--- config.mk ---
export PLATFORM = sky130hd
export DESIGN_NAME = mem_arbiter
export DESIGN_NICKNAME = d
export VERILOG_FILES = /design/src/rtl/mem_arbiter_pkg.sv /design/src/rtl/mem_arb_pick.sv /design/src/rtl/mem_arbiter.sv
export SDC_FILE = /design/constraint.sdc
export NUM_CORES = 1
export LEC_CHECK = 0
export CAP_MARGIN = 20
export CORE_ASPECT_RATIO = 1.1
export CORE_UTILIZATION = 34
export CTS_CLUSTER_DIAMETER = 40
export DETAILED_ROUTE_END_ITERATION = 12
export HOLD_SLACK_MARGIN = 0.1
export PLACE_DENSITY = 0.87
export REMOVE_ABC_BUFFERS = 1
export SYNTH_ARGS = -nofsm -noshare
export SYNTH_HDL_FRONTEND = slang
export SYNTH_HIERARCHICAL = 1
export SYNTH_SLANG_ARGS = --single-unit
--- constraint.sdc ---
create_clock -name clk -period 2.7 [get_ports clk]
set_input_delay 0.54 -clock clk [delete_from_list [all_inputs] [get_ports clk]]
set_output_delay 0.54 -clock clk [all_outputs]
set_load 0.1 [all_outputs]
--- src/rtl/mem_arbiter_pkg.sv ---
// rtl/mem_arbiter_pkg.sv - shared widths, port indices and response tag type for mem_arbiter
//
// Contents:
//   MEM_ADDR      : word-address width of the data memory (64k words)
//   LEN_REG       : data word width
//   MEM_PORT_CORE : port index of the execute-stage load/store path
//   MEM_PORT_HOST : port index of the host/debug loader
//   resp_tag_t    : load tag carried alongside the command stage
package mem_arbiter_pkg;

  localparam int MEM_ADDR = 16;
  localparam int LEN_REG  = 32;

  localparam logic MEM_PORT_CORE = 1'b0;
  localparam logic MEM_PORT_HOST = 1'b1;

  typedef struct packed {
    logic valid;  // command stage holds a load
    logic port;   // port the load data belongs to
  } resp_tag_t;

endpackage

--- src/rtl/mem_arb_pick.sv ---
// rtl/mem_arb_pick.sv - grant selection between the core port and the host port
//
// Config macro: VENUS_MEM_ARB_RR_EN selects round-robin; otherwise fixed
// priority to port 0 with a starvation counter for port 1.
//
// Ports:
//   clk, rst_n : clock, asynchronous active-low reset
//   valid[1:0] : request valid per port (bit index = port index)
//   grant[1:0] : one-hot (or zero) grant; a grant bit implies its valid bit
module mem_arb_pick
  import mem_arbiter_pkg::*;
`ifndef VENUS_MEM_ARB_RR_EN
#(
  parameter int MAX_WAIT = 15
)
`endif
(
  input  logic       clk,
  input  logic       rst_n,
  input  logic [1:0] valid,
  output logic [1:0] grant
);

`ifdef VENUS_MEM_ARB_RR_EN

  // Port favoured on the next contention. Reset favours the core port, after
  // that it always points at the port that was not granted most recently.
  logic prio;

  always_comb begin
    grant = valid;
    if (valid[MEM_PORT_CORE] && valid[MEM_PORT_HOST]) begin
      grant = prio ? 2'b10 : 2'b01;
    end
  end

  always_ff @(posedge clk or negedge rst_n) begin
    if (!rst_n) begin
      prio <= MEM_PORT_CORE;
    end else if (grant[MEM_PORT_HOST]) begin
      prio <= MEM_PORT_CORE;
    end else if (grant[MEM_PORT_CORE]) begin
      prio <= MEM_PORT_HOST;
    end
  end

`else

  localparam logic [7:0] WAIT_LIM = 8'(MAX_WAIT);

  logic [7:0] wait_cnt;
  logic       starved;

  assign starved = (wait_cnt == WAIT_LIM);

  // Host wins when alone, or when it has been denied long enough.
  always_comb begin
    grant = 2'b00;
    if (valid[MEM_PORT_HOST] && (!valid[MEM_PORT_CORE] || starved)) begin
      grant[MEM_PORT_HOST] = 1'b1;
    end else if (valid[MEM_PORT_CORE]) begin
      grant[MEM_PORT_CORE] = 1'b1;
    end
  end

  always_ff @(posedge clk or negedge rst_n) begin
    if (!rst_n) begin
      wait_cnt <= 8'd0;
    end else if (grant[MEM_PORT_HOST]) begin
      wait_cnt <= 8'd0;
    end else if (valid[MEM_PORT_HOST] && !starved) begin
      wait_cnt <= wait_cnt + 8'd1;
    end
  end

`endif

endmodule

--- src/rtl/mem_arbiter.sv ---
// rtl/mem_arbiter.sv - two-port arbiter in front of the single-port data memory
//
// Config macro: VENUS_MEM_ARB_RR_EN (round-robin arbitration when defined).
//
// Ports:
//   clk, rst_n           : clock, asynchronous active-low reset
//   req0_*, resp0_*      : core load/store port (valid/we/addr/wdata, ready; resp valid/rdata)
//   req1_*, resp1_*      : host/debug loader port, same set
//   mem_A, mem_W, mem_D  : registered command to the memory
//   mem_Q                : memory read data, valid the cycle after the memory edge
//
// Load data appears on respN_rdata two edges after acceptance; only the port
// whose resp_valid is high owns that cycle's data.
module mem_arbiter
  import mem_arbiter_pkg::*;
#(
  parameter int MEM_ADDR = mem_arbiter_pkg::MEM_ADDR,
  parameter int LEN_REG  = mem_arbiter_pkg::LEN_REG,
  parameter int MAX_WAIT = 15
) (
  input  logic                clk,
  input  logic                rst_n,
  input  logic                req0_valid,
  input  logic                req0_we,
  input  logic [MEM_ADDR-1:0] req0_addr,
  input  logic [LEN_REG-1:0]  req0_wdata,
  output logic                req0_ready,
  output logic                resp0_valid,
  output logic [LEN_REG-1:0]  resp0_rdata,
  input  logic                req1_valid,
  input  logic                req1_we,
  input  logic [MEM_ADDR-1:0] req1_addr,
  input  logic [LEN_REG-1:0]  req1_wdata,
  output logic                req1_ready,
  output logic                resp1_valid,
  output logic [LEN_REG-1:0]  resp1_rdata,
  output logic [MEM_ADDR-1:0] mem_A,
  output logic                mem_W,
  output logic [LEN_REG-1:0]  mem_D,
  input  logic [LEN_REG-1:0]  mem_Q
);

  if (MAX_WAIT < 1 || MAX_WAIT > 255) begin : g_max_wait_range
    $error("mem_arbiter: MAX_WAIT must be within 1..255");
  end

  logic [1:0] grant;

`ifdef VENUS_MEM_ARB_RR_EN
  mem_arb_pick u_pick (
    .clk   (clk),
    .rst_n (rst_n),
    .valid ({req1_valid, req0_valid}),
    .grant (grant)
  );
`else
  mem_arb_pick #(
    .MAX_WAIT (MAX_WAIT)
  ) u_pick (
    .clk   (clk),
    .rst_n (rst_n),
    .valid ({req1_valid, req0_valid}),
    .grant (grant)
  );
`endif

  assign req0_ready = grant[MEM_PORT_CORE];
  assign req1_ready = grant[MEM_PORT_HOST];

  // Winning request, muxed ahead of the command registers.
  logic                accept;
  logic                sel_host;
  logic                win_we;
  logic [MEM_ADDR-1:0] win_addr;
  logic [LEN_REG-1:0]  win_wdata;

  assign accept    = |grant;
  assign sel_host  = grant[MEM_PORT_HOST];
  assign win_we    = sel_host ? req1_we    : req0_we;
  assign win_addr  = sel_host ? req1_addr  : req0_addr;
  assign win_wdata = sel_host ? req1_wdata : req0_wdata;

  resp_tag_t tag;

  always_ff @(posedge clk or negedge rst_n) begin
    if (!rst_n) begin
      mem_A       <= '0;
      mem_W       <= 1'b0;
      mem_D       <= '0;
      tag         <= '0;
      resp0_valid <= 1'b0;
      resp1_valid <= 1'b0;
    end else begin
      // Command stage: address/data hold through idle cycles, write strobe does not.
      mem_W <= accept && win_we;
      if (accept) begin
        mem_A <= win_addr;
        mem_D <= win_wdata;
      end
      tag.valid <= accept && !win_we;
      tag.port  <= sel_host;
      // Response stage lines up with mem_Q for the load issued one edge earlier.
      resp0_valid <= tag.valid && (tag.port == MEM_PORT_CORE);
      resp1_valid <= tag.valid && (tag.port == MEM_PORT_HOST);
    end
  end

  assign resp0_rdata = mem_Q;
  assign resp1_rdata = mem_Q;

endmodule

==> results of run 1 <==
## cell usage in the layout (no fill, tap or decap)
cell / Yosys / final
sky130_fd_sc_hd__or3b_1: 1 / 1
sky130_fd_sc_hd__a22o_1: 1 / 1
sky130_fd_sc_hd__o21ai_0: 42 / 42
sky130_fd_sc_hd__clkinv_4: 0 / 1
sky130_fd_sc_hd__a21oi_1: 3 / 3
sky130_fd_sc_hd__nand4_2: 1 / 1
sky130_fd_sc_hd__mux2i_1: 49 / 49
sky130_fd_sc_hd__buf_4: 66 / 54
sky130_fd_sc_hd__clkinvlp_4: 0 / 2
sky130_fd_sc_hd__nand4_4: 1 / 1
sky130_fd_sc_hd__ha_1: 1 / 1
sky130_fd_sc_hd__o22ai_4: 1 / 1
sky130_fd_sc_hd__nand4_1: 1 / 1
sky130_fd_sc_hd__dfrtp_1: 61 / 61
sky130_fd_sc_hd__and2_1: 1 / 1
sky130_fd_sc_hd__xor2_1: 1 / 1
sky130_fd_sc_hd__clkbuf_8: 0 / 10
sky130_fd_sc_hd__nor2b_1: 2 / 1
sky130_fd_sc_hd__o22ai_1: 1 / 1
sky130_fd_sc_hd__nand2_1: 52 / 52
sky130_fd_sc_hd__buf_12: 2 / 5
sky130_fd_sc_hd__o21ai_1: 10 / 10
sky130_fd_sc_hd__o2bb2ai_1: 2 / 2
sky130_fd_sc_hd__or3_1: 3 / 3
sky130_fd_sc_hd__clkdlybuf4s50_1: 0 / 100
sky130_fd_sc_hd__clkbuf_1: 7 / 1
sky130_fd_sc_hd__nand3b_1: 1 / 1
sky130_fd_sc_hd__or4_4: 1 / 1
sky130_fd_sc_hd__nand3_1: 3 / 3
sky130_fd_sc_hd__nand2b_1: 1 / 1
sky130_fd_sc_hd__nor2_1: 1 / 1
sky130_fd_sc_hd__nor2b_4: 0 / 1
sky130_fd_sc_hd__buf_2: 2 / 1
sky130_fd_sc_hd__nor2_2: 1 / 1
sky130_fd_sc_hd__bufinv_16: 0 / 2
sky130_fd_sc_hd__inv_1: 3 / 3
sky130_fd_sc_hd__a2bb2oi_2: 1 / 1
## worst paths after layout
check / slack, ps / from / end
worst min-delay path: 250 / rst_n / mem_A[3]$_DFFE_PN0P_
worst max register to register: 610 / u_pick/wait_cnt[4]$_DFFE_PN0P_ / tag[1]$_DFF_PN0_
worst min register to register: 420 / tag[0]$_DFF_PN0_ / resp0_valid$_DFF_PN0_
worst max-delay path: 280 / req1_valid / req1_ready
min in group clk: 420 / tag[0]$_DFF_PN0_ / resp0_valid$_DFF_PN0_
max in group asynchronous: 1790 / rst_n / mem_D[12]$_DFFE_PN0P_
## cells in the mapped netlist
cell type / instances
sky130_fd_sc_hd__nand4_2: 1
sky130_fd_sc_hd__nand4_1: 1
sky130_fd_sc_hd__dfrtp_1: 61
sky130_fd_sc_hd__nand3_1: 3
sky130_fd_sc_hd__or3b_1: 1
sky130_fd_sc_hd__inv_1: 3
sky130_fd_sc_hd__o21ai_1: 10
sky130_fd_sc_hd__or3_1: 3
sky130_fd_sc_hd__a21oi_1: 3
sky130_fd_sc_hd__nor2_2: 1
sky130_fd_sc_hd__a2bb2oi_2: 1
sky130_fd_sc_hd__o22ai_4: 1
sky130_fd_sc_hd__mux2i_1: 49
sky130_fd_sc_hd__buf_2: 2
sky130_fd_sc_hd__nand2b_1: 1
sky130_fd_sc_hd__xor2_1: 1
sky130_fd_sc_hd__nor2_1: 1
sky130_fd_sc_hd__or4_4: 1
sky130_fd_sc_hd__o2bb2ai_1: 2
sky130_fd_sc_hd__ha_1: 1
sky130_fd_sc_hd__o21ai_0: 42
sky130_fd_sc_hd__and2_1: 1
sky130_fd_sc_hd__buf_4: 66
sky130_fd_sc_hd__buf_6: 4
sky130_fd_sc_hd__nand2_1: 52
sky130_fd_sc_hd__nand3b_1: 1
sky130_fd_sc_hd__nand4_4: 1
sky130_fd_sc_hd__nor2b_1: 2
sky130_fd_sc_hd__o22ai_1: 1
sky130_fd_sc_hd__clkbuf_1: 7
sky130_fd_sc_hd__buf_12: 2
sky130_fd_sc_hd__a22o_1: 1
## power by group through the flow
stage / clock [mW] / combinational, mW / sequential (mW)
finish: 0.921 / 1.18 / 1.08
global route: 0.998 / 1.23 / 1.09
CTS: 0.957 / 1.19 / 1.08
detailed placement: 0 / 1.19 / 1.09
global placement: 0 / 1.18 / 1.09
floorplan: 0 / 0.175 / 1.73
## stage by stage
| stage | setup WS, ps | std cells | util |
|---|---|---|---|
| CTS | 270.5 | 539 | 0.4886 |
| finish | 281.9 | 539 | 0.4886 |
| floorplan | -3189 | 246 | - |
| detailed placement | 211.7 | 523 | 0.4648 |
| global placement | 287.5 | 523 | 0.4648 |
| global route | 211.5 | 539 | 0.4886 |
## final cells by class
type / count / area share
Timing Repair Buffer: 160 / 0.3275
Inverter: 3 / 0.002440
Multi-Input combinational cell: 182 / 0.2587
Tap cell: 117 / 0.03172
Sequential cell: 61 / 0.3308
Clock inverter: 5 / 0.01817
Clock buffer: 11 / 0.03064
## state kept, by name (all words and copies together), names as in the netlist
signal,count
u_pick/wait_cnt,8
mem_D,32
mem_A,16
resp0_valid,1
tag,2
resp1_valid,1
mem_W,1
## critical path, cell delays in order
cell and delay, ps:
sky130_fd_sc_hd__clkdlybuf4s50_1 640, sky130_fd_sc_hd__inv_1 210, sky130_fd_sc_hd__o22ai_4 270, sky130_fd_sc_hd__buf_12 210
## layer usage
layer | vias to the layer above | share of wire | global-route usage
li1 | 1226 | - | -
met1 | 1291 | 0.38 | 0.2180
met2 | 168 | 0.45 | 0.3033
met3 | 6 | 0.16 | 0.1567
met4 | 0 | 0.0053 | 0.04202
met5 | - | 0 | 0.08333
## kinds of logic after synthesis
| kind of cell | Yosys count |
|---|---|
| AOI/OAI and AO/OA | 61 |
| xor gates and xnor gates | 1 |
| adders and majority gates | 1 |
| buffers and inverters | 84 |
| DFF | 61 |
| muxes | 49 |
| and+or+nand+nor | 70 |
==> out/qor.txt, run 1 <==
=====================================================================================================
Number of setup violations in the final report                                                      0
Max-cap violations                                                                                  0
# nets final                                                                                      552
Total Routed Length                                                                          10.48 mm
Transition time at the pin with the least slew margin                                        728.7 ps
Syn Inst Count                                                                                    327
Relative contribution of sequential cells to total power                                        0.339
Global-route wire length before repair                                                       15.02 mm
Arrival time at the worst endpoint                                                            1880 ps
Port-buffer cells                                                                                 154
Area share of xor/xnor cells in the synthesized design                                       0.002622
Power density over cell area                                                             688.8 nW/um^2
Vias in the first global route                                                                   2688
Power dissipated by switching net loads                                                      1.286 mW
Buffer depth of the longest clock path                                                              2
Hold slack                                                                                   252.6 ps
Initial standard-cell utilization of the core                                                  0.3537
Number of buffers added by the clock tree synthesis step                                            9
RSZ-0062 raised after global routing                                                               no
Number of design-rule violations left by the first detailed-router iteration                       80
Worst max-slew margin expressed relative to the limit                                          0.5142
Syn avg cell area                                                                          10.22 um^2
Post-synthesis share of cell area spent on full adders, half adders and majority gates       0.003745
Critical path launch point type                                                          primary input
Synthesized area                                                                            3341 um^2
Clk network pwr share                                                                           0.290
Final weighted congestion of routability-driven global placement                               0.7946
First-pass DRT Iterations                                                                           4
TritonCTS clock tree                                                                              yes
Hpwl dp                                                                                      8.093 mm
Area of all placed cells without fillers                                                    4614 um^2
Die ar.                                                                                    10230 um^2
Placement Cell Area                                                                         4389 um^2
Total number of H-tree levels                                                                       3
Area used by multi-input combinational logic                                                1194 um^2
Compound-cell area share of the yosys netlist                                                  0.1026
Library cell with the largest summed area after synthesis                                sky130_fd_sc_hd__dfrtp_1
Static power due to leakage                                                                  2.080 nW
Total global routing overflow                                                                       0
Share of total power in combinational logic                                                     0.372
Fin Clk Skew                                                                                 11.00 ps
Area growth, synth to finish                                                                   38.13%
Clock transition time at the flip-flop clock pins of the worst setup and hold paths             80 ps
Sinks on Clock Net                                                                                 61
CTS hold repair buffers                                                                             0
Vias post-DR                                                                                     2691
Via-to-Cell Ratio                                                                               4.993
Sequential cell area                                                                        1526 um^2
Final Critical Period                                                                         2418 ps
Sequential-to-total area share from yosys stat                                                 0.4569
Number of top-level design ports                                                                  251
Quantity of gates resized following cts                                                             0
Average wire length per cell after detail routing                                            19.43 um
Area share of and/or/nand/nor cells after synthesis                                           0.09925
Proportion of layout cells with a drive suffix above 1                                         0.1943
Post-synthesis mux area share                                                                  0.1468
Final-report hold violation count                                                                   0
Dominant combinational cell family by area after synthesis                               buffers and inverters
Count of fill cells added during filler insertion                                                 856
Number of antenna violations at the first check in global routing                                   0
Internal power                                                                               1.893 mW
Library cells used by synthesis                                                                    32
Top post-synthesis cells by area                                                         sky130_fd_sc_hd__dfrtp_1, sky130_fd_sc_hd__buf_4, sky130_fd_sc_hd__mux2i_1
Status                                                                                   finished clean
Number of max-slew violations in the final report                                                   0
Max VDD drop                                                                                0.3557 mV
Buffer cell driving the clock tree root                                                  sky130_fd_sc_hd__clkbuf_8
Data required time at the worst endpoint                                                      2160 ps
Final period util                                                                              0.8956
Antenna-violating nets left                                                                         0
Core ar.                                                                                    9444 um^2
Cell depth of the worst flop-to-flop path                                                           5
Setup Crit Path Kind                                                                        in -> out
Count of inserted antenna diode cells                                                               0
Later-pin clock latency in the skew report                                                     330 ps
Largest net degree at the start of global routing                                                 105
Synth top area share                                                                           0.4569
Warnings from Yosys                                                                                 6
Post-route setup TNS                                                                             0 ps
Min-Delay Path Class                                                                      in -> async
Count of state elements after synthesis                                                            61
Max Clock Freq                                                                              413.5 MHz
Top fanout value on the critical path                                                               7
Sw frac                                                                                        0.4045
Type of element capturing the critical path                                              primary output
Overall routing resource usage                                                                 0.2020
Pwr Total                                                                                    3.179 mW
Post-CTS Setup Repair Bufs                                                                          0
Cell row count                                                                                     37
Chip Height                                                                                  106.0 um
Width of the chip                                                                            96.51 um
DRC violations left                                                                                 0
=====================================================================================================
Note: power is estimated with default switching activity, not from simulation.
==> run 2: changes to the inputs <==
--- a/config.mk
+++ b/config.mk
@@ -11,7 +11,8 @@
 export CTS_CLUSTER_DIAMETER = 40
 export DETAILED_ROUTE_END_ITERATION = 12
 export HOLD_SLACK_MARGIN = 0.1
-export PLACE_DENSITY = 0.87
+export MAX_ROUTING_LAYER = met4
+export PLACE_DENSITY_LB_ADDON = 0.12
 export REMOVE_ABC_BUFFERS = 1
 export SYNTH_ARGS = -nofsm -noshare
 export SYNTH_HDL_FRONTEND = slang
==> run 2 against run 1 <==
  * First-iteration DRC count increased by 26%
  * Sequential share of layout area increased by 0.45 points
  * Setup slack improved by 27 ps
==> out/qor.txt, run 2 (synthesized netlist as in run 1, its figures left out) <==
==================================================================================================
RSZ-0062 raised after global routing                                                            no   unchanged
Count of inserted antenna diode cells                                                            0   unchanged
Total Routed Length                                                                       11.07 mm   was 10.48 mm
Vias post-DR                                                                                  2604   was 2691
Routed met3 length                                                                        2.198 mm   was 1.687 mm
Sw frac                                                                                     0.4200   was 0.4045
Via-to-Cell Ratio                                                                            4.840   was 4.993
Later-pin clock latency in the skew report                                                  330 ps   about the same
Final period util                                                                           0.8856   was 0.8956
Most common library cell in the layout ignoring fill and taps                         sky130_fd_sc_hd__clkdlybuf4s50_1   unchanged
Post-Route M1 WL                                                                          3.515 mm   was 4.027 mm
Top routing layer in use                                                                      met4   unchanged
Number of antenna violations at the first check in global routing                                0   unchanged
DRC violations left                                                                              0   unchanged
Vias in the first global route                                                                2512   was 2688
Average wire length per cell after detail routing                                         20.58 um   was 19.43 um
Fin Clk Skew                                                                              10.49 ps   was 11.00 ps
Final weighted congestion of routability-driven global placement                            0.7771   was 0.7946
Cell row count                                                                                  37   unchanged
Number of buffers added by the clock tree synthesis step                                         9   unchanged
Clock transition time at the flip-flop clock pins of the worst setup and hold paths          60 ps   was 80 ps
Setup Crit Path Kind                                                                     in -> out   unchanged
Global-route wire length before repair                                                    15.52 mm   was 15.02 mm
Post-CTS Setup Repair Bufs                                                                       0   unchanged
Total global routing overflow                                                                    0   unchanged
Min setup slack post-route                                                                308.9 ps   was 281.9 ps
Count of fill cells added during filler insertion                                              914   was 856
Top fanout value on the critical path                                                            7   unchanged
Quantity of gates resized following cts                                                          0   unchanged
Max-cap violations                                                                               0   unchanged
Met2 wire length                                                                          5.273 mm   was 4.703 mm
Hpwl dp                                                                                   8.773 mm   was 8.093 mm
Status                                                                                finished clean   unchanged
Number of top-level design ports                                                               251   unchanged
Die ar.                                                                                 10230 um^2   unchanged
Static power due to leakage                                                               2.062 nW   was 2.080 nW
Max Clock Freq                                                                           418.2 MHz   was 413.5 MHz
Regs by FF count                                                                      mem_D: 32 flops, mem_A: 16 flops, u_pick/wait_cnt: 8 flops   unchanged
First-pass DRT Iterations                                                                        4   unchanged
Critical path launch point type                                                       primary input   unchanged
Worst max-slew margin expressed relative to the limit                                       0.7322   was 0.5142
Proportion of layout cells with a drive suffix above 1                                      0.1900   was 0.1943
Worst slack after detailed placement                                                      224.7 ps   was 211.7 ps
Number of design-rule violations left by the first detailed-router iteration                   101   was 80
Final-report hold violation count                                                                0   unchanged
Port-buffer cells                                                                              154   unchanged
Clk network pwr share                                                                        0.239   was 0.290
Initial standard-cell utilization of the core                                               0.3537   unchanged
Antenna-violating nets left                                                                      0   unchanged
Area growth, synth to finish                                                                36.25%   was 38.13%
Transition time at the pin with the least slew margin                                     401.7 ps   was 728.7 ps
Commonest cells after routing, fill and taps aside                                    sky130_fd_sc_hd__clkdlybuf4s50_1, sky130_fd_sc_hd__dfrtp_1, sky130_fd_sc_hd__buf_4   unchanged
Chip Height                                                                               106.0 um   unchanged
Data required time at the worst endpoint                                                   2160 ps   about the same
Power density over cell area                                                          649.7 nW/um^2   was 688.8 nW/um^2
Largest net degree at the start of global routing                                              105   unchanged
Type of element capturing the critical path                                           primary output   unchanged
Most flop-heavy register                                                                     mem_D   unchanged
# nets final                                                                                   553   was 552
Total number of H-tree levels                                                                    3   unchanged
Placement Cell Area                                                                      4377 um^2   was 4389 um^2
Buffer depth of the longest clock path                                                           2   unchanged
Area of all placed cells without fillers                                                 4552 um^2   was 4614 um^2
Final design utilization                                                                    0.4820   was 0.4886
Min-Delay Path Class                                                                    reg -> reg   was in -> async
Final Critical Period                                                                      2391 ps   was 2418 ps
Buffer cell driving the clock tree root                                               sky130_fd_sc_hd__clkbuf_8   unchanged
TritonCTS clock tree                                                                           yes   unchanged
Number of setup violations in the final report                                                   0   unchanged
Largest register FFs                                                                            32   unchanged
Power dissipated by switching net loads                                                   1.242 mW   was 1.286 mW
Sinks on Clock Net                                                                              61   unchanged
Core ar.                                                                                 9444 um^2   unchanged
Max VDD drop                                                                             0.2232 mV   was 0.3557 mV
Overall routing resource usage                                                              0.2215   was 0.2020
Relative contribution of sequential cells to total power                                     0.363   was 0.339
Internal power                                                                            1.715 mW   was 1.893 mW
Share of total power in combinational logic                                                  0.398   was 0.372
Width of the chip                                                                         96.51 um   unchanged
Number of max-slew violations in the final report                                                0   unchanged
Arrival time at the worst endpoint                                                         1850 ps   was 1880 ps
==================================================================================================
==> run 2: worst max-delay path, stage by stage <==
cell	delay, ps
sky130_fd_sc_hd__clkdlybuf4s50_1	640
sky130_fd_sc_hd__inv_1	200
sky130_fd_sc_hd__o22ai_4	250
sky130_fd_sc_hd__buf_12	210
==> run 2: final timing paths <==
check	startpoint	to	slack (ps)	cells after the start
setup / recovery	req1_valid	req1_ready	310	4
hold / removal	tag[0]$_DFF_PN0_	resp0_valid$_DFF_PN0_	410	1
setup reg to reg	u_pick/wait_cnt[4]$_DFFE_PN0P_	tag[1]$_DFF_PN0_	650	5
hold reg to reg	tag[0]$_DFF_PN0_	resp0_valid$_DFF_PN0_	410	1
max in group asynchronous	rst_n	mem_D[0]$_DFFE_PN0P_	1490	3
min in group asynchronous	rst_n	mem_D[20]$_DFFE_PN0P_	610	2
==> run 2: power groups by stage <==
stage | sequential (mW) | combinational, mW | clock (mW)
final | 1.07 | 1.18 | 0.706
after global routing | 1.09 | 1.23 | 0.773
after CTS | 1.08 | 1.19 | 0.731
after detailed placement | 1.09 | 1.18 | 0
after global placement | 1.09 | 1.18 | 0
after floorplan | 1.73 | 0.175 | 0
==> run 2: repair_timing <==
item / in CTS / in global routing
endpoints found under the setup margin: 0 / 0
hold endpoints to repair: 8 / 0
hold buffers: 1 / 0
==> run 2: final cells by class <==
| type | count | area [um^2] | share of cell area |
|---|---|---|---|
| Multi-Input combinational cell | 182 | 1194 | 0.2622 |
| Sequential cell | 61 | 1526 | 0.3353 |
| Clock buffer | 12 | 155.1 | 0.03408 |
| Inverter | 3 | 11.26 | 0.002474 |
| Tap cell | 117 | 146.4 | 0.03216 |
| Timing Repair Buffer | 161 | 1509 | 0.3315 |
| Clock inverter | 2 | 10.01 | 0.002199 |
==> run 2: per-layer routing <==
metal	vias up	GRT usage
met5	-	-
met4	0	0.05987
met3	11	0.1831
met2	192	0.3415
met1	1182	0.2074
li1	1219	-
==> run 2: through the flow <==
stage          setup TNS, ps  std cells  power, mW  hold slack [ps]
5_1_grt                    0        538      3.087            444.4
2_1_floorplan        -163160        246      1.902            244.4
3_5_place_dp               0        523      2.274            402.6
6_report                   0        538      2.957            410.1
4_1_cts                    0        538      2.992            414.2
3_3_place_gp               0        523      2.267            401.5
==> run 3: changes to the inputs <==
--- a/config.mk
+++ b/config.mk
@@ -8,12 +8,13 @@
 export CAP_MARGIN = 20
 export CORE_ASPECT_RATIO = 1.1
 export CORE_UTILIZATION = 34
+export CTS_BUF_LIST = sky130_fd_sc_hd__clkbuf_16
 export CTS_CLUSTER_DIAMETER = 40
 export DETAILED_ROUTE_END_ITERATION = 12
 export HOLD_SLACK_MARGIN = 0.1
 export MAX_ROUTING_LAYER = met4
 export PLACE_DENSITY_LB_ADDON = 0.12
-export REMOVE_ABC_BUFFERS = 1
+export SETUP_SLACK_MARGIN = 0.5
 export SYNTH_ARGS = -nofsm -noshare
 export SYNTH_HDL_FRONTEND = slang
 export SYNTH_HIERARCHICAL = 1
==> run 3 against run 2 <==
  * Register-to-register slack better by 30 ps
  * Via count down 0.61%
  * Combinational power about the same
  * Clock-buffer cell count down 3
  * Setup slack better by 160 ps
  * Sequential cell count unchanged
  * Core utilization up 2.0 points
  * Critical path depth down 1
  * Critical path type is now reg -> out
  * Critical endpoint unchanged
==> out/qor.txt, run 3 (synthesized netlist as in run 1, its figures left out) <==
==================================================================================================
Crit-path cells                                                                       or4_4, o22ai_4, buf_12   was clkdlybuf4s50_1, inv_1, o22ai_4, buf_12
Fin Clk Skew                                                                              7.610 ps   was 10.49 ps
Critical path launch point type                                                          flip-flop   was primary input
Antenna-violating nets left                                                                      0   unchanged
Final Critical Period                                                                      2227 ps   was 2391 ps
Max-cap violations                                                                               0   unchanged
Number of setup violations in the final report                                                   0   unchanged
TritonCTS clock tree                                                                           yes   unchanged
Internal power                                                                            2.242 mW   was 1.715 mW
Largest register FFs                                                                            32   unchanged
Area growth, synth to finish                                                                41.84%   was 36.25%
Reg2reg start                                                                         u_pick/wait_cnt[7]$_DFFE_PN0P_   was u_pick/wait_cnt[4]$_DFFE_PN0P_
Average wire length per cell after detail routing                                         16.61 um   was 20.58 um
Width of the chip                                                                         96.51 um   unchanged
Count of inserted antenna diode cells                                                            0   unchanged
Number of buffers added by the clock tree synthesis step                                         9   unchanged
Worst max-slew margin expressed relative to the limit                                       0.7415   was 0.7322
Synthesized Nets                                                                               462
Die ar.                                                                                 10230 um^2   unchanged
Static power due to leakage                                                               2.141 nW   was 2.062 nW
Most common library cell in the layout ignoring fill and taps                         sky130_fd_sc_hd__clkdlybuf4s50_1   unchanged
Peak per-stage delay on the critical path                                                   590 ps   was 640 ps
Pwr Total                                                                                 3.562 mW   was 2.957 mW
Final Non-Filler Cells                                                                         540   was 538
Max Clock Freq                                                                           449.1 MHz   was 418.2 MHz
Number of max-slew violations in the final report                                                0   unchanged
Min setup slack post-route                                                                473.2 ps   was 308.9 ps
Top fanout value on the critical path                                                            3   was 7
Dpl cells                                                                                      521   was 523
Total number of H-tree levels                                                                    3   unchanged
Worst setup path startpoint                                                           u_pick/wait_cnt[7]$_DFFE_PN0P_   was req1_valid
CTS hold repair buffers                                                                          0   was 1
Data required time at the worst endpoint                                                   2160 ps   about the same
Share of total power in combinational logic                                                  0.332   was 0.398
Via-to-Cell Ratio                                                                            4.793   was 4.840
Hpwl dp                                                                                   6.269 mm   was 8.773 mm
Cell depth of the worst flop-to-flop path                                                        6   was 5
Core ar.                                                                                 9444 um^2   unchanged
Vias in the first global route                                                                2478   was 2512
# nets final                                                                                   553   unchanged
Post-route setup TNS                                                                          0 ps   unchanged
Buffer depth of the longest clock path                                                           2   unchanged
Status                                                                                finished clean   unchanged
Final period util                                                                           0.8247   was 0.8856
Overall routing resource usage                                                              0.1787   was 0.2215
Proportion of layout cells with a drive suffix above 1                                      0.1962   was 0.1900
Clk network pwr share                                                                        0.366   was 0.239
Number of top-level design ports                                                               251   unchanged
CP max stage cell                                                                     sky130_fd_sc_hd__or4_4   was sky130_fd_sc_hd__clkdlybuf4s50_1
Power dissipated by switching net loads                                                   1.320 mW   was 1.242 mW
Setup Crit Path Kind                                                                    reg -> out   was in -> out
Relative contribution of sequential cells to total power                                     0.302   was 0.363
Total Routed Length                                                                       8.969 mm   was 11.07 mm
Worst Path Buf+Inv                                                                               1   was 3
RSZ-0062 raised after global routing                                                           yes   was no
Type of element capturing the critical path                                           primary output   unchanged
Later-pin clock latency in the skew report                                                  330 ps   about the same
Port-buffer cells                                                                              154   unchanged
Worst path top cell family by delay                                                   simple AND/OR/NAND/NOR gates   was buffers and inverters
DRC violations left                                                                              0   unchanged
Clock transition time at the flip-flop clock pins of the worst setup and hold paths          60 ps   about the same
Sw frac                                                                                     0.3706   was 0.4200
Transition time at the pin with the least slew margin                                     387.8 ps   was 401.7 ps
Final-report hold violation count                                                                0   unchanged
Arrival time at the worst endpoint                                                         1690 ps   was 1850 ps
Number of design-rule violations left by the first detailed-router iteration                   107   was 101
Slack of the worst reg-to-reg path                                                          680 ps   was 650 ps
Chip Height                                                                               106.0 um   unchanged
Min-Delay Path Class                                                                   in -> async   was reg -> reg
Largest net degree at the start of global routing                                              105   unchanged
Regs by FF count                                                                      mem_D: 32 flops, mem_A: 16 flops, u_pick/wait_cnt: 8 flops   unchanged
Final design utilization                                                                    0.5017   was 0.4820
Initial standard-cell utilization of the core                                               0.3537   unchanged
Final weighted congestion of routability-driven global placement                            0.7364   was 0.7771
Buffer cell driving the clock tree root                                               sky130_fd_sc_hd__clkbuf_16   was sky130_fd_sc_hd__clkbuf_8
Worst slack after detailed placement                                                      255.8 ps   was 224.7 ps
Power density over cell area                                                          751.8 nW/um^2   was 649.7 nW/um^2
Vias post-DR                                                                                  2588   was 2604
First-pass DRT Iterations                                                                        5   was 4
Sinks on Clock Net                                                                              61   unchanged
Max VDD drop                                                                             0.3491 mV   was 0.2232 mV
Number of antenna violations at the first check in global routing                                0   unchanged
Most flop-heavy register                                                                     mem_D   unchanged
Cell row count                                                                                  37   unchanged
Commonest cells after routing, fill and taps aside                                    sky130_fd_sc_hd__clkdlybuf4s50_1, sky130_fd_sc_hd__dfrtp_1, sky130_fd_sc_hd__buf_4   unchanged
Global-route wire length before repair                                                    13.21 mm   was 15.52 mm
Total global routing overflow                                                                    0   unchanged
Worst reg2reg endpoint                                                                mem_W$_DFF_PN0_   was tag[1]$_DFF_PN0_
==================================================================================================
## run 3: cell types whose count changed in the layout (fill, tap and decap cells not counted)
cell,change
sky130_fd_sc_hd__buf_12,+1
sky130_fd_sc_hd__bufinv_16,+3
sky130_fd_sc_hd__clkbuf_1,-1
sky130_fd_sc_hd__clkbuf_16,+9
sky130_fd_sc_hd__clkbuf_8,-11
sky130_fd_sc_hd__clkdlybuf4s50_1,-2
sky130_fd_sc_hd__clkinv_1,+1
sky130_fd_sc_hd__clkinv_2,-1
sky130_fd_sc_hd__clkinvlp_4,+2
sky130_fd_sc_hd__dlygate4sd2_1,+2
sky130_fd_sc_hd__dlygate4sd3_1,-1
sky130_fd_sc_hd__nor2_2,-1
sky130_fd_sc_hd__nor2_4,+1
## run 3: worst reg2reg max path, delay by kind of cell, from the launching register on
kind,cells,cell delay (ps)
compound gates,2,260
buf+inv,2,470
flops,1,390
simple gates,2,780
## run 3: per-layer routing
layer,routed length (um),global-route usage,vias to the layer above
met5,0,-,-
met4,299,0.08929,0
met3,1152,0.08226,37
met1,3353,0.1955,1198
li1,-,-,1226
met2,4163,0.2706,127
## run 3: stage by stage
stage	hold slack (ps)	area (um^2)
final	229.7	4738
after global routing	257.0	4738
after CTS	238.7	4731
after detailed placement	407.9	4374
after global placement	398.6	4374
after floorplan	244.4	3369
## run 3: area by class of cell
class	instances	area (um^2)
Clock inverter	7	113.9
Clock buffer	9	225.2
Fill cell	883	4706
Multi-Input combinational cell	182	1199
Tap cell	117	146.4
Timing Repair Buffer	161	1516
Inverter	3	11.26
Sequential cell	61	1526
## run 3: how the worst max path moves through the flow
stage	endpoint	slack (ps)	cells after the start
6_report	req1_ready	470	3
2_1_floorplan	mem_A[0]$_DFFE_PN0P_	470	5
3_3_place_gp	mem_W$_DFF_PN0_	320	6
5_1_grt	req1_ready	420	3
3_5_place_dp	mem_W$_DFF_PN0_	260	6
4_1_cts	req1_ready	430	3
## run 3: power groups by stage
stage               sequential, mW  combinational, mW  clock, mW
floorplan                     1.73              0.630          0
global placement              1.09               1.18          0
detailed placement            1.09               1.19          0
CTS                           1.08               1.19       1.35
global route                  1.09               1.23       1.39
finish                        1.08               1.18       1.30
## run 3: timing repair
item | 4_1_cts | 5_1_grt
endpoints found under the setup margin | 2 | 2
resized for setup | 3 | 0
hold endpoints to repair | 0 | 0
pin swaps | 1 | 2
buffers inserted | 2 | 1
